## src/rtl/result_display_pkg.sv

```systemverilog
// Shared types and constants for the result display block: FSM state
// encoding, active-low 7-segment patterns (bit order gfedcba) and the
// datapath widths of the binary-to-BCD converter.
package result_display_pkg;

  localparam int RESULT_W = 8;
  localparam int BCD_W    = 12;
  localparam int ITER_MAX = 8;

  typedef enum logic [1:0] {
    IDLE    = 2'd0,
    CONVERT = 2'd1,
    SHOW    = 2'd2
  } state_t;

  localparam logic [6:0] SEG_0     = 7'b1000000;
  localparam logic [6:0] SEG_1     = 7'b1111001;
  localparam logic [6:0] SEG_2     = 7'b0100100;
  localparam logic [6:0] SEG_3     = 7'b0110000;
  localparam logic [6:0] SEG_4     = 7'b0011001;
  localparam logic [6:0] SEG_5     = 7'b0010010;
  localparam logic [6:0] SEG_6     = 7'b0000010;
  localparam logic [6:0] SEG_7     = 7'b1111000;
  localparam logic [6:0] SEG_8     = 7'b0000000;
  localparam logic [6:0] SEG_9     = 7'b0010000;
  localparam logic [6:0] SEG_BLANK = 7'b1111111;

endpackage

```

## src/rtl/result_display_seg7_decode.sv

```systemverilog
// Combinational BCD digit to active-low 7-segment decoder. A high blank
// input, or a digit above 9, turns every segment off.
module seg7_decode
  import result_display_pkg::*;
(
  input  logic [3:0] digit,
  input  logic       blank,
  output logic [6:0] seg
);

  // Table lookup from digit value to segment pattern.
  always_comb begin
    seg = SEG_BLANK;
    if (!blank) begin
      case (digit)
        4'd0:    seg = SEG_0;
        4'd1:    seg = SEG_1;
        4'd2:    seg = SEG_2;
        4'd3:    seg = SEG_3;
        4'd4:    seg = SEG_4;
        4'd5:    seg = SEG_5;
        4'd6:    seg = SEG_6;
        4'd7:    seg = SEG_7;
        4'd8:    seg = SEG_8;
        4'd9:    seg = SEG_9;
        default: seg = SEG_BLANK;
      endcase
    end
  end

endmodule

```

## src/rtl/result_display.sv

```systemverilog
// Result display: when the processor halts, the 8-bit result is converted
// to three BCD digits by sequential double-dabble (one iteration per cycle)
// and shown on HEX2..HEX0; HEX3 always shows the instruction register.
// Optional feature macro: RESULT_DISPLAY_LZ_BLANK_EN blanks leading zeros
// of the shown result (units digit is never blanked).
//
// Status outputs: busy and valid are registered levels, no handshake.
// busy is high for the eight cycles following the start of a conversion;
// valid is high while HEX2..HEX0 carry a converted result. Both, and all
// HEX outputs, are registered one cycle behind the FSM state.
module result_display
  import result_display_pkg::*;
(
  input  logic                clock,
  input  logic                reset,
  input  logic                Halt,
  input  logic [RESULT_W-1:0] dataOut,
  input  logic [2:0]          IR,
  output logic [6:0]          HEX0,
  output logic [6:0]          HEX1,
  output logic [6:0]          HEX2,
  output logic [6:0]          HEX3,
  output logic                busy,
  output logic                valid,
  output state_t              fsm_state
);

  localparam logic [2:0] ITER_LAST = 3'(ITER_MAX - 1);

  state_t                       state_q;
  state_t                       state_d;
  logic                         halt_q;
  logic [RESULT_W-1:0]          bin_q;
  logic [BCD_W-1:0]             bcd_q;
  logic [BCD_W-1:0]             bcd_adj;
  logic [2:0]                   cnt_q;
  logic [BCD_W+RESULT_W-1:0]    shifted;
  logic                         start;
  logic                         show;
  logic                         blank2;
  logic                         blank1;
  logic [6:0]                   seg0;
  logic [6:0]                   seg1;
  logic [6:0]                   seg2;
  logic [6:0]                   seg3;

  // Rising edge of Halt; halt_q resets high so a Halt already asserted at
  // reset release is not mistaken for a new edge.
  assign start     = Halt && !halt_q;
  assign show      = (state_q == SHOW);
  assign fsm_state = state_q;

  // FSM state and previous-Halt register.
  always_ff @(posedge clock) begin
    if (!reset) begin
      state_q <= IDLE;
      halt_q  <= 1'b1;
    end else begin
      state_q <= state_d;
      halt_q  <= Halt;
    end
  end

  // Next-state logic; a conversion always runs to completion once started.
  always_comb begin
    state_d = state_q;
    case (state_q)
      IDLE:    if (start) state_d = CONVERT;
      CONVERT: if (cnt_q == ITER_LAST) state_d = SHOW;
      SHOW:    if (!Halt) state_d = IDLE;
      default: state_d = IDLE;
    endcase
  end

  // Double-dabble correction: add 3 to every BCD nibble of 5 or more.
  always_comb begin
    bcd_adj = bcd_q;
    for (int i = 0; i < BCD_W / 4; i++) begin
      if (bcd_q[4*i +: 4] >= 4'd5) begin
        bcd_adj[4*i +: 4] = bcd_q[4*i +: 4] + 4'd3;
      end
    end
  end

  assign shifted = {bcd_adj, bin_q} << 1;

  // Conversion datapath: latch the result on start, then shift 8 times.
  always_ff @(posedge clock) begin
    if (!reset) begin
      bin_q <= '0;
      bcd_q <= '0;
      cnt_q <= '0;
    end else if (state_q == IDLE && start) begin
      bin_q <= dataOut;
      bcd_q <= '0;
      cnt_q <= '0;
    end else if (state_q == CONVERT) begin
      {bcd_q, bin_q} <= shifted;
      cnt_q          <= cnt_q + 3'd1;
    end
  end

`ifdef RESULT_DISPLAY_LZ_BLANK_EN
  assign blank2 = !show || (bcd_q[11:8] == 4'd0);
  assign blank1 = !show || (bcd_q[11:8] == 4'd0 && bcd_q[7:4] == 4'd0);
`else
  assign blank2 = !show;
  assign blank1 = !show;
`endif

  seg7_decode u_dec0 (.digit(bcd_q[3:0]),  .blank(!show), .seg(seg0));
  seg7_decode u_dec1 (.digit(bcd_q[7:4]),  .blank(blank1), .seg(seg1));
  seg7_decode u_dec2 (.digit(bcd_q[11:8]), .blank(blank2), .seg(seg2));
  seg7_decode u_dec3 (.digit({1'b0, IR}),  .blank(1'b0),   .seg(seg3));

  // Registered display and status outputs.
  always_ff @(posedge clock) begin
    if (!reset) begin
      HEX0  <= SEG_BLANK;
      HEX1  <= SEG_BLANK;
      HEX2  <= SEG_BLANK;
      HEX3  <= SEG_0;
      busy  <= 1'b0;
      valid <= 1'b0;
    end else begin
      HEX0  <= seg0;
      HEX1  <= seg1;
      HEX2  <= seg2;
      HEX3  <= seg3;
      busy  <= (state_q == CONVERT);
      valid <= show;
    end
  end

endmodule

```

## config.mk

```make
export PLATFORM = sky130hd
export DESIGN_NAME = result_display
export DESIGN_NICKNAME = d
export VERILOG_FILES = /design/src/rtl/result_display_pkg.sv /design/src/rtl/result_display_seg7_decode.sv /design/src/rtl/result_display.sv
export SDC_FILE = /design/constraint.sdc
export NUM_CORES = 1
export LEC_CHECK = 0
export CELL_PAD_IN_SITES_DETAIL_PLACEMENT = 1
export CELL_PAD_IN_SITES_GLOBAL_PLACEMENT = 1
export CORE_MARGIN = 3
export CORE_UTILIZATION = 35
export DETAILED_ROUTE_END_ITERATION = 6
export GPL_ROUTABILITY_DRIVEN = 0
export PLACE_DENSITY = 0.7
export SLEW_MARGIN = 20
export SYNTH_ARGS = -nofsm -noshare
export SYNTH_HDL_FRONTEND = slang
export SYNTH_SLANG_ARGS = --single-unit
```

## constraint.sdc

```tcl
create_clock -name clock -period 4.67 [get_ports clock]
set_input_delay 0.934 -clock clock [delete_from_list [all_inputs] [get_ports clock]]
set_output_delay 0.934 -clock clock [all_outputs]
set_load 0.005 [all_outputs]
```

==> metrics.txt <==
met1 Use GR 18.4%; total power 0.000897 W; post-synthesis cell type count 44; launching point of the worst reg2reg path bcd_q[9]$_SDFFE_PP0N_; Max H-tree Level 2; vias 2157; Place WS 2.04 ns; EDFF count, synth 0; RSZ-0062 raised after global routing false; Pleak 1.22 nW; TritonCTS clock tree yes; DRC viols 0; hold_sp bin_q[3]$_SDFFE_PN0P_; leading area contributor after synthesis dfxtp_1; main area contributors after synthesis dfxtp_1 (42%), ha_1 (10%), a21oi_1 (5.8%), o21ai_0 (4.7%), nand2_1 (4.4%); Fmax 0.424 GHz; worst hold margin 0.474 ns; met2 GRT Util 25.5%; PortBufs 45; CP max-delay cell clkdlybuf4s50_1; Clock Sinks 56; Final setup violation count 0; status finished clean; gr ovfl total 0; CP arrival 1.42 ns; DR pass1 iterations 4; Reg2Reg Setup Slack 2.87 ns; Initial DRC Count 94; Core Area 7330 sq um; max-slew violations 0; Routed Wire Length 5830 um; Synth warnings 0; Seq cells post-synth 56; Cell Area, Synth 2670 sq um; crit-path cells clkdlybuf4s50_1; Worst path top cell family by delay buffers and inverters; mean post-synth cell area 8.86 sq um; setup TNS 0 ns; Hold Buf Count CTS 0; met3 usage 3.06%; maximum root-to-sink buffer count 2; Synth async-reset ratio 0%; final hold viol count 0; largest net degree at the start of global routing 28; syn_nets 337; Finished Core Util 44.4%; nets 371; Crit Path Category reg2out; CP Data Required Time 3.74 ns; Hold Path End bin_q[3]$_SDFFE_PN0P_; GR peak layer met2; Area growth syn-to-layout 22.0%; Final period util 50.4%; FP Rows 31; clk slew on worst S/H paths 0.11 ns; Period minus WS final 2.36 ns; Crit. End Element output pin; Max stage delay on crit path 0.58 ns; max_slew headroom 54.7%; Hold Path Depth 2; post-cts sizing count 0; first-pass GRT wire length 10300 um; Clk Latency, worst-skew pair 0.31 ns; layout cells sized above 1 6.25%; IR drop worst, VDD 112 uV; number of global-route vias before repair 2187; initial antenna violation count 0; Tot GR Track Use 14.7%; initial core utilization 36.4%; Most used DFF post-synth dfxtp_1; Setup Skew 0.0124 ns; Worst-Margin Slew 0.678 ns; MaxCap Viol Count 0; worst reg-to-reg path cell count 6; PD cells 276 nW/um^2; Worst Path Buf+Inv 1; # IOs 46; crit-path max FO 8; Final HPWL DP 4130 um; register area share after synthesis 42.0%; vias per cell 4.96; DR WL/cell 13.4 um; n_diodes 0; cts bufs inserted 5; post-route ant nets 0; Hold/Removal Path Class reg2reg; Yosys top cell area share 42.0%; Final Worst Setup Slack 2.31 ns; CTS root buffer clkbuf_8; Mapped Cells 301; DIE AREA 8700 sq um; startpoint types flop; Vert. Die Dim 93.3 um; FF-to-FF End bcd_q[9]$_SDFFE_PP0N_; postcts setup bufs 0; Die W 93.3 um
## sequential cells by signal, summed over array words and instances, names as in the netlist
register and cells:
bin_q 8, busy 1, HEX2 7, halt_q 1
fsm_state 2, bcd_q 12, valid 1, HEX0 7
HEX1 7, HEX3 7, cnt_q 3
## logic make-up after synthesis
group           share of synthesized area [%]
buf+inv                                  6.76
compound gates                           20.3
xor+xnor                                0.329
mux                                      1.55
simple gates                             18.7
flops                                    42.0
fa+ha+maj                                10.3
## worst max path at each step
stage | end | start | cells after the start | slack, ns
final | fsm_state[1] | fsm_state[1]$_SDFFE_PN0P_ | 1 | 2.31
after global routing | fsm_state[1] | fsm_state[1]$_SDFFE_PN0P_ | 1 | 2.23
after CTS | fsm_state[0] | fsm_state[0]$_SDFFE_PN0P_ | 1 | 2.33
after detailed placement | bcd_q[10]$_SDFFE_PP0N_ | Halt | 4 | 2.04
after global placement | bcd_q[10]$_SDFFE_PP0N_ | Halt | 4 | 2.08
after floorplan | bcd_q[10]$_SDFFE_PP0N_ | Halt | 3 | 2.83
## stage by stage
stage / std cells / area, sq um
6_report: 435 / 3250
5_1_grt: 435 / 3250
4_1_cts: 435 / 3250
3_5_place_dp: 427 / 3130
3_3_place_gp: 427 / 3130
2_1_floorplan: 301 / 2670
## cells in the mapped netlist, types with 4 or more instances
| library cell | instances |
|---|---|
| clkbuf_1 | 10 |
| a21boi_0 | 10 |
| ha_1 | 22 |
| nor3_1 | 4 |
| o21ai_0 | 25 |
| nor2_1 | 21 |
| a22oi_1 | 7 |
| nand2b_1 | 16 |
| nand2_1 | 31 |
| inv_1 | 15 |
| dfxtp_1 | 56 |
| a211oi_1 | 4 |
| a21oi_1 | 31 |
## report_power, final
part,internal [W],switching (W)
combinational,0.0000352,0.0000347
clock,0.000176,0.000159
sequential,0.000486,0.00000630
## placed cells by master (no fill, tap or decap), drive strengths merged, types with 3 or more instances in the layout
master,count
clkbuf,6
a21oi,31
a211oi,4
clkdlybuf4s50,45
nand2,31
o21ai,25
nand2b,17
nand3,3
nand3b,3
ha,22
dfxtp,56
a22oi,7
inv,15
a21boi,11
nor2,22
nor3b,3
or2,3
nor3,4
mux2i,3
## metal layers
layer	share of wire [%]	vias to the layer above
li1	-	1101
met1	47	1013
met2	48	38
met3	3.7	5
met4	1.2	0
met5	0	-
## layout make-up
| class | count | area (sq um) |
|---|---|---|
| clock buffer | 6 | 82.6 |
| clock inverter | 2 | 38.8 |
| fill | 857 | 4080 |
| inverter | 15 | 56.3 |
| multi-input combinational | 211 | 1370 |
| sequential | 56 | 1120 |
| tap | 99 | 124 |
| timing repair buffer | 46 | 458 |
Power figures use the tool's default switching activity.
